<file path="src/rtl/interrupt_request_priority_resolver.sv">
// IRR / ISR / priority resolver front end for an 8259A-style controller.
// Optional macro IRQ_SYNC_EN: when defined, the IR pins pass through
// SYNC_STAGES synchronizer flops before the edge/level detection.
module interrupt_request_priority_resolver #(
  parameter int SYNC_STAGES = 2
) (
  input  logic       clock,
  input  logic       reset_n,
  input  logic [7:0] interrupt_request_pin,
  input  logic       write_initial_command_word_1,
  input  logic       level_or_edge_toriggered_config,
  input  logic       special_fully_nest_config,
  input  logic [7:0] interrupt_mask,
  input  logic [7:0] interrupt_special_mask,
  input  logic [7:0] end_of_interrupt,
  input  logic [2:0] priority_rotate,
  input  logic       freeze,
  input  logic       latch_in_service,
  input  logic [7:0] clear_interrupt_request,
  output logic [7:0] interrupt,
  output logic [7:0] highest_level_in_service,
  output logic [7:0] interrupt_request_register,
  output logic [7:0] in_service_register
);

  if (SYNC_STAGES != 2 && SYNC_STAGES != 3) begin : g_bad_sync_stages
    $error("SYNC_STAGES must be 2 or 3");
  end

  logic [7:0] irq_s;
  logic [7:0] prev_q;
  logic [7:0] irr_q;
  logic [7:0] irr_d;
  logic [7:0] isr_q;
  logic [7:0] isr_d;
  logic [7:0] interrupt_q;
  logic [7:0] interrupt_d;

`ifdef IRQ_SYNC_EN
  logic [7:0] sync_q [SYNC_STAGES];

  // Shift the raw pins through the synchronizer chain.
  always_ff @(posedge clock) begin
    if (!reset_n) begin
      for (int k = 0; k < SYNC_STAGES; k++) sync_q[k] <= 8'h00;
    end else begin
      sync_q[0] <= interrupt_request_pin;
      for (int k = 1; k < SYNC_STAGES; k++) sync_q[k] <= sync_q[k-1];
    end
  end

  assign irq_s = sync_q[SYNC_STAGES-1];
`else
  assign irq_s = interrupt_request_pin;
`endif

  // Rotate so that the highest-priority level lands on bit 0.
  function automatic logic [7:0] rot_r(input logic [7:0] v, input logic [2:0] s);
    logic [15:0] d;
    d = {v, v} >> s;
    return d[7:0];
  endfunction

  // Inverse rotation back to physical IR numbering.
  function automatic logic [7:0] rot_l(input logic [7:0] v, input logic [2:0] s);
    logic [15:0] d;
    d = {v, v} << s;
    return d[15:8];
  endfunction

  // Isolate the lowest set bit (highest priority in rotated space).
  function automatic logic [7:0] lowest_bit(input logic [7:0] v);
    return v & (~v + 8'd1);
  endfunction

  logic [2:0] shift;
  logic [7:0] req_rot;
  logic [7:0] isr_rot;
  logic [7:0] req;

  assign shift   = priority_rotate + 3'd1;
  assign req_rot = lowest_bit(rot_r(irr_q & ~interrupt_mask, shift));
  assign isr_rot = lowest_bit(rot_r(isr_q & ~interrupt_special_mask, shift));
  assign req     = rot_l(req_rot, shift);

  assign highest_level_in_service = rot_l(isr_rot, shift);

  // Per-bit IRR next state: clear, then freeze, then edge/level capture.
  for (genvar gi = 0; gi < 8; gi++) begin : g_irr
    always_comb begin
      irr_d[gi] = irr_q[gi];
      if (clear_interrupt_request[gi]) begin
        irr_d[gi] = 1'b0;
      end else if (freeze) begin
        irr_d[gi] = irr_q[gi];
      end else if (level_or_edge_toriggered_config) begin
        irr_d[gi] = irq_s[gi];
      end else if (irq_s[gi] && !prev_q[gi]) begin
        irr_d[gi] = 1'b1;
      end else if (!irq_s[gi]) begin
        irr_d[gi] = 1'b0;
      end
    end
  end

  // Nesting decision: one-hot rotated vectors compare directly as
  // numbers, smaller value means higher priority.
  always_comb begin
    interrupt_d = 8'h00;
    if (req_rot != 8'h00) begin
      if (isr_rot == 8'h00 || req_rot < isr_rot ||
          (special_fully_nest_config && req_rot == isr_rot)) begin
        interrupt_d = req;
      end
    end
  end

  // ISR next state: latching the winner beats a simultaneous EOI.
  always_comb begin
    isr_d = isr_q;
    if (latch_in_service) isr_d = isr_q | interrupt_q;
    isr_d = isr_d & ~(end_of_interrupt & ~(latch_in_service ? interrupt_q : 8'h00));
  end

  // State registers; ICW1 preloads edge history so only a fresh edge requests.
  always_ff @(posedge clock) begin
    if (!reset_n) begin
      prev_q      <= 8'h00;
      irr_q       <= 8'h00;
      isr_q       <= 8'h00;
      interrupt_q <= 8'h00;
    end else if (write_initial_command_word_1) begin
      prev_q      <= 8'hFF;
      irr_q       <= 8'h00;
      isr_q       <= 8'h00;
      interrupt_q <= 8'h00;
    end else begin
      prev_q      <= irq_s;
      irr_q       <= irr_d;
      isr_q       <= isr_d;
      interrupt_q <= interrupt_d;
    end
  end

  assign interrupt                  = interrupt_q;
  assign interrupt_request_register = irr_q;
  assign in_service_register        = isr_q;

endmodule

</file>
<file path="config.mk">
export PLATFORM = sky130hd
export DESIGN_NAME = interrupt_request_priority_resolver
export DESIGN_NICKNAME = d
export VERILOG_FILES = /design/src/rtl/interrupt_request_priority_resolver.sv
export SDC_FILE = /design/constraint.sdc
export NUM_CORES = 1
export LEC_CHECK = 0
export CORE_ASPECT_RATIO = 0.5
export CORE_UTILIZATION = 40
export DETAILED_ROUTE_END_ITERATION = 12
export GPL_TIMING_DRIVEN = 0
export PLACE_DENSITY = 0.79
export REMOVE_ABC_BUFFERS = 1
export SYNTH_ARGS = -nofsm -noshare
export SYNTH_HDL_FRONTEND = slang
export SYNTH_SLANG_ARGS = --single-unit
</file>
<file path="constraint.sdc">
create_clock -name clock -period 3.7 [get_ports clock]
set_input_delay 0.74 -clock clock [delete_from_list [all_inputs] [get_ports clock]]
set_output_delay 0.74 -clock clock [all_outputs]
set_load 0.02 [all_outputs]
</file>
==> metrics.yaml <==
status: "finished, violations left"
failed_checks: "setup timing"
vias: 4228
syn2layout_area_growth_pct: 58.3
placement_rows: 23
ant_nets: 0
timing.critical_path.from_type: "primary input"
finalHoldViolations: 0
synth_top_flop_cell: "sky130_fd_sc_hd__dfxtp_1"
switching_part_of_the_total_power: 0.340
crit_top_cell: "sky130_fd_sc_hd__buf_4"
vdd_ir_drop_max_uv: 179
worst-setup-path-type: "in -> out"
worst_slew_pin_slew_ns: 0.816
worst_hold_path_type: "reg -> reg"
netlist_area_um2: 3500
first_global_vias: 3813
period_share: 1.04
start_util: 0.425
num_antenna_cells: 0
post_detailed_route_drc_marker_count: 0
num-nets-final: 610
timing.critical_path.max_delay_family: "multiplexers"
grt_remaining_overflow: 0
synth_edf_count: 0
setup_ws_ns: -0.166
cts_hold_buffers: 0
cts_sinks: 32
yosys.area.top_type_share: 0.183
synth_warnings: 0
critPathCaptureType: "output port"
critical_path.cell_chain: "buf_16, ha_4, xnor2_4, buf_12, mux4_2, nor2_4, o21ai_4, buf_4, a2111oi_4, a211oi_2, mux2i_1, buf_4"
fp.coreArea_um2: 8230
worst_slew_margin_rel: 0.456
power_frac_comb: 0.445
synth.largest_area_cell: "sky130_fd_sc_hd__dfxtp_1"
antenna_found_initial: 0
postSynth.asyncResetShare: 0
worst-endpoint-arrival_ns: 3.13
worstSkewPairLatency_ns: 0.28
h-tree-depth: 2
fin_worst_skew_ns: 0.00433
synth-seq-cells: 32
first_pass_grt_wire_length_um: 19400
clockBufferDepth: 2
grt_max_degree: 38
library_cell_contributing_the_largest_single_delay_on_the_critical_path: "sky130_fd_sc_hd__mux4_2"
critical_path.max_fanout: 7
detail_route.wl_per_cell_um: 20.2
period_needed_ns: 3.87
worst-endpoint-required_ns: 2.96
powerDensity_nw_per_um2: 253
detailedPlacementHpwl_um: 7730
io_buffer_count: 81
internal_power_mw: 0.927
critical_path.n_buffers_inverters: 4
max_stage_delay_ns: 0.58
vias_per_cell: 6.37
setup_violating_endpoint_count_in_the_final_report: 16
fmaxAchievable_mhz: 259
dominant_cells_by_area_after_synthesis: "sky130_fd_sc_hd__dfxtp_1, sky130_fd_sc_hd__mux4_2, sky130_fd_sc_hd__nand2b_1"
cts_tree: "yes"
max_cap_viol_count: 0
synth.lib_cells_used.distinct: 69
drt_pre_antenna_iters: 5
ioPinCount: 82
total_leakage_power_nw: 2.00
number_of_standard_cells_after_synthesis: 432
fin_total_pwr_mw: 1.40
place_worst_setup_slack_ns: -3.12
clockRootBuffer: "sky130_fd_sc_hd__clkbuf_16"
utilization: 0.673
die_w_um: 134
seqPwrFrac: 0.260
clockPowerShare: 0.295
power_switching_mw: 0.477
post_route_cells_drive_above_1_share: 0.326
synth_area_per_cell_um2: 8.10
synth_sequential_area_ratio: 0.183
clock_pin_transition_on_the_worst_setup_and_hold_timing_paths_ns: 0.05
drt_first_iter_violations: 506
fin_tns_setup_ns: -1.25
design.die.area_um2: 9150
gp_congestion: 0.899
cts_inserted_buffers: 5
report.final.slew_viol_count: 0
grt_setup_unrepaired: "yes"
die_y_um: 68.2
grt_use_total: 0.275
route.final.wire_length_um: 13400
==> registers in the layout (all words and copies together), names as in the netlist <==
signal	cells
prev_q	8
interrupt_request_register	8
in_service_register	8
interrupt	8
==> power by group through the flow <==
stage | combinational, mW | clock [mW] | sequential [mW]
3_5_place_dp | 0.428 | 0 | 0.372
4_1_cts | 0.559 | 0.418 | 0.365
2_1_floorplan | 0.255 | 0 | 0.378
6_report | 0.624 | 0.415 | 0.365
3_3_place_gp | 0.408 | 0 | 0.371
5_1_grt | 0.657 | 0.439 | 0.366
==> cell type report <==
class	instances	area [µm²]
Timing Repair Buffer	141	1420
Inverter	7	36.3
Multi-Input combinational cell	364	3160
Fill cell	609	2690
Clock buffer	8	146
Sequential cell	32	641
Tap cell	112	140
==> path summary, 6_finish.rpt <==
check	start	to	slack, ns	depth (start not counted)
setup / recovery	priority_rotate[0]	highest_level_in_service[2]	-0.17	12
hold reg to reg	interrupt[1]	in_service_register[1]	0.46	2
setup reg to reg	interrupt_request_register[6]	interrupt[6]	0.22	13
hold / removal	interrupt[1]	in_service_register[1]	0.46	2
==> logic make-up after synthesis <==
family          share of synthesized area
compound gates                      0.226
xor+xnor                           0.0139
fa+ha+maj                          0.0322
buf+inv                            0.0443
flops                               0.183
mux                                 0.175
simple gates                        0.326
==> cell usage in the layout (no fill, tap or decap), types with 5 or more instances in the layout <==
cell type / netlist / final
sky130_fd_sc_hd__a21oi_2: 0 / 5
sky130_fd_sc_hd__buf_4: 1 / 54
sky130_fd_sc_hd__nor3_1: 23 / 16
sky130_fd_sc_hd__ha_1: 9 / 6
sky130_fd_sc_hd__nor2b_1: 15 / 13
sky130_fd_sc_hd__mux2i_1: 14 / 12
sky130_fd_sc_hd__o21ai_0: 15 / 10
sky130_fd_sc_hd__clkbuf_16: 0 / 6
sky130_fd_sc_hd__nand3b_1: 6 / 6
sky130_fd_sc_hd__mux4_2: 20 / 20
sky130_fd_sc_hd__o21a_1: 9 / 9
sky130_fd_sc_hd__nor4_1: 16 / 14
sky130_fd_sc_hd__a21o_1: 6 / 5
sky130_fd_sc_hd__nand4_1: 7 / 7
sky130_fd_sc_hd__nand2b_1: 30 / 27
sky130_fd_sc_hd__nor2_1: 38 / 34
sky130_fd_sc_hd__clkdlybuf4s50_1: 0 / 59
sky130_fd_sc_hd__nand2_1: 33 / 29
sky130_fd_sc_hd__nor3b_1: 9 / 6
sky130_fd_sc_hd__dlygate4sd2_1: 0 / 6
sky130_fd_sc_hd__nor3_2: 0 / 5
sky130_fd_sc_hd__a21oi_1: 30 / 25
sky130_fd_sc_hd__a211oi_2: 1 / 5
sky130_fd_sc_hd__dfxtp_1: 32 / 32
==> cell usage after synthesis (2+ instances only) <==
library cell and count:
sky130_fd_sc_hd__o22ai_1 4, sky130_fd_sc_hd__or3b_1 2, sky130_fd_sc_hd__inv_1 5, sky130_fd_sc_hd__buf_1 3, sky130_fd_sc_hd__nand2_1 33, sky130_fd_sc_hd__o31ai_1 2, sky130_fd_sc_hd__o21ai_1 2, sky130_fd_sc_hd__mux2i_1 14
sky130_fd_sc_hd__and2_1 3, sky130_fd_sc_hd__buf_2 7, sky130_fd_sc_hd__nand2b_1 30, sky130_fd_sc_hd__mux4_2 20, sky130_fd_sc_hd__a22oi_1 2, sky130_fd_sc_hd__and3b_1 6, sky130_fd_sc_hd__ha_1 9, sky130_fd_sc_hd__o32a_1 2
sky130_fd_sc_hd__a21oi_1 30, sky130_fd_sc_hd__clkbuf_1 17, sky130_fd_sc_hd__nand3_1 6, sky130_fd_sc_hd__o211ai_1 2, sky130_fd_sc_hd__or3_1 2, sky130_fd_sc_hd__nand3b_1 6, sky130_fd_sc_hd__a32o_1 2, sky130_fd_sc_hd__a2111oi_4 2
sky130_fd_sc_hd__or4_1 4, sky130_fd_sc_hd__a211oi_1 8, sky130_fd_sc_hd__o21a_1 9, sky130_fd_sc_hd__nand4_1 7, sky130_fd_sc_hd__or2_2 2, sky130_fd_sc_hd__a31oi_1 6, sky130_fd_sc_hd__dfxtp_1 32, sky130_fd_sc_hd__nor4_1 16
sky130_fd_sc_hd__nor3b_1 9, sky130_fd_sc_hd__nor2_1 38, sky130_fd_sc_hd__nor2b_1 15, sky130_fd_sc_hd__a21o_1 6, sky130_fd_sc_hd__o21ai_0 15, sky130_fd_sc_hd__nor3_1 23
==> metrics by stage <==
step | hold slack, ns | cell area (µm²) | std cells
global placement | 0.442 | 4320 | 596
global route | 0.491 | 5540 | 664
floorplan | 0.502 | 3370 | 403
finish | 0.465 | 5540 | 664
CTS | 0.469 | 5230 | 648
detailed placement | 0.460 | 4400 | 598
==> repair_timing <==
| item | CTS | global route |
|---|---|---|
| buffers inserted | 37 | 16 |
| endpoints found under the setup margin | 16 | 16 |
| pin swaps | 24 | 12 |
| gates cloned | 5 | 0 |
| resized for setup | 115 | 59 |
==> worst min-delay path: stages (launching register included) <==
cell and delay [ns]:
sky130_fd_sc_hd__dfxtp_1 0.30, sky130_fd_sc_hd__nand2_1 0.06, sky130_fd_sc_hd__a21oi_1 0.05
==> layer usage <==
| metal | global-route usage | part of all wire | up-vias |
|---|---|---|---|
| met5 | 0 | 0 | - |
| met4 | 0.111 | 0.041 | 0 |
| met3 | 0.0593 | 0.11 | 63 |
| met2 | 0.474 | 0.46 | 298 |
| met1 | 0.343 | 0.40 | 1972 |
| li1 | - | - | 1895 |
No activity file was read; power rests on OpenSTA's default activity.
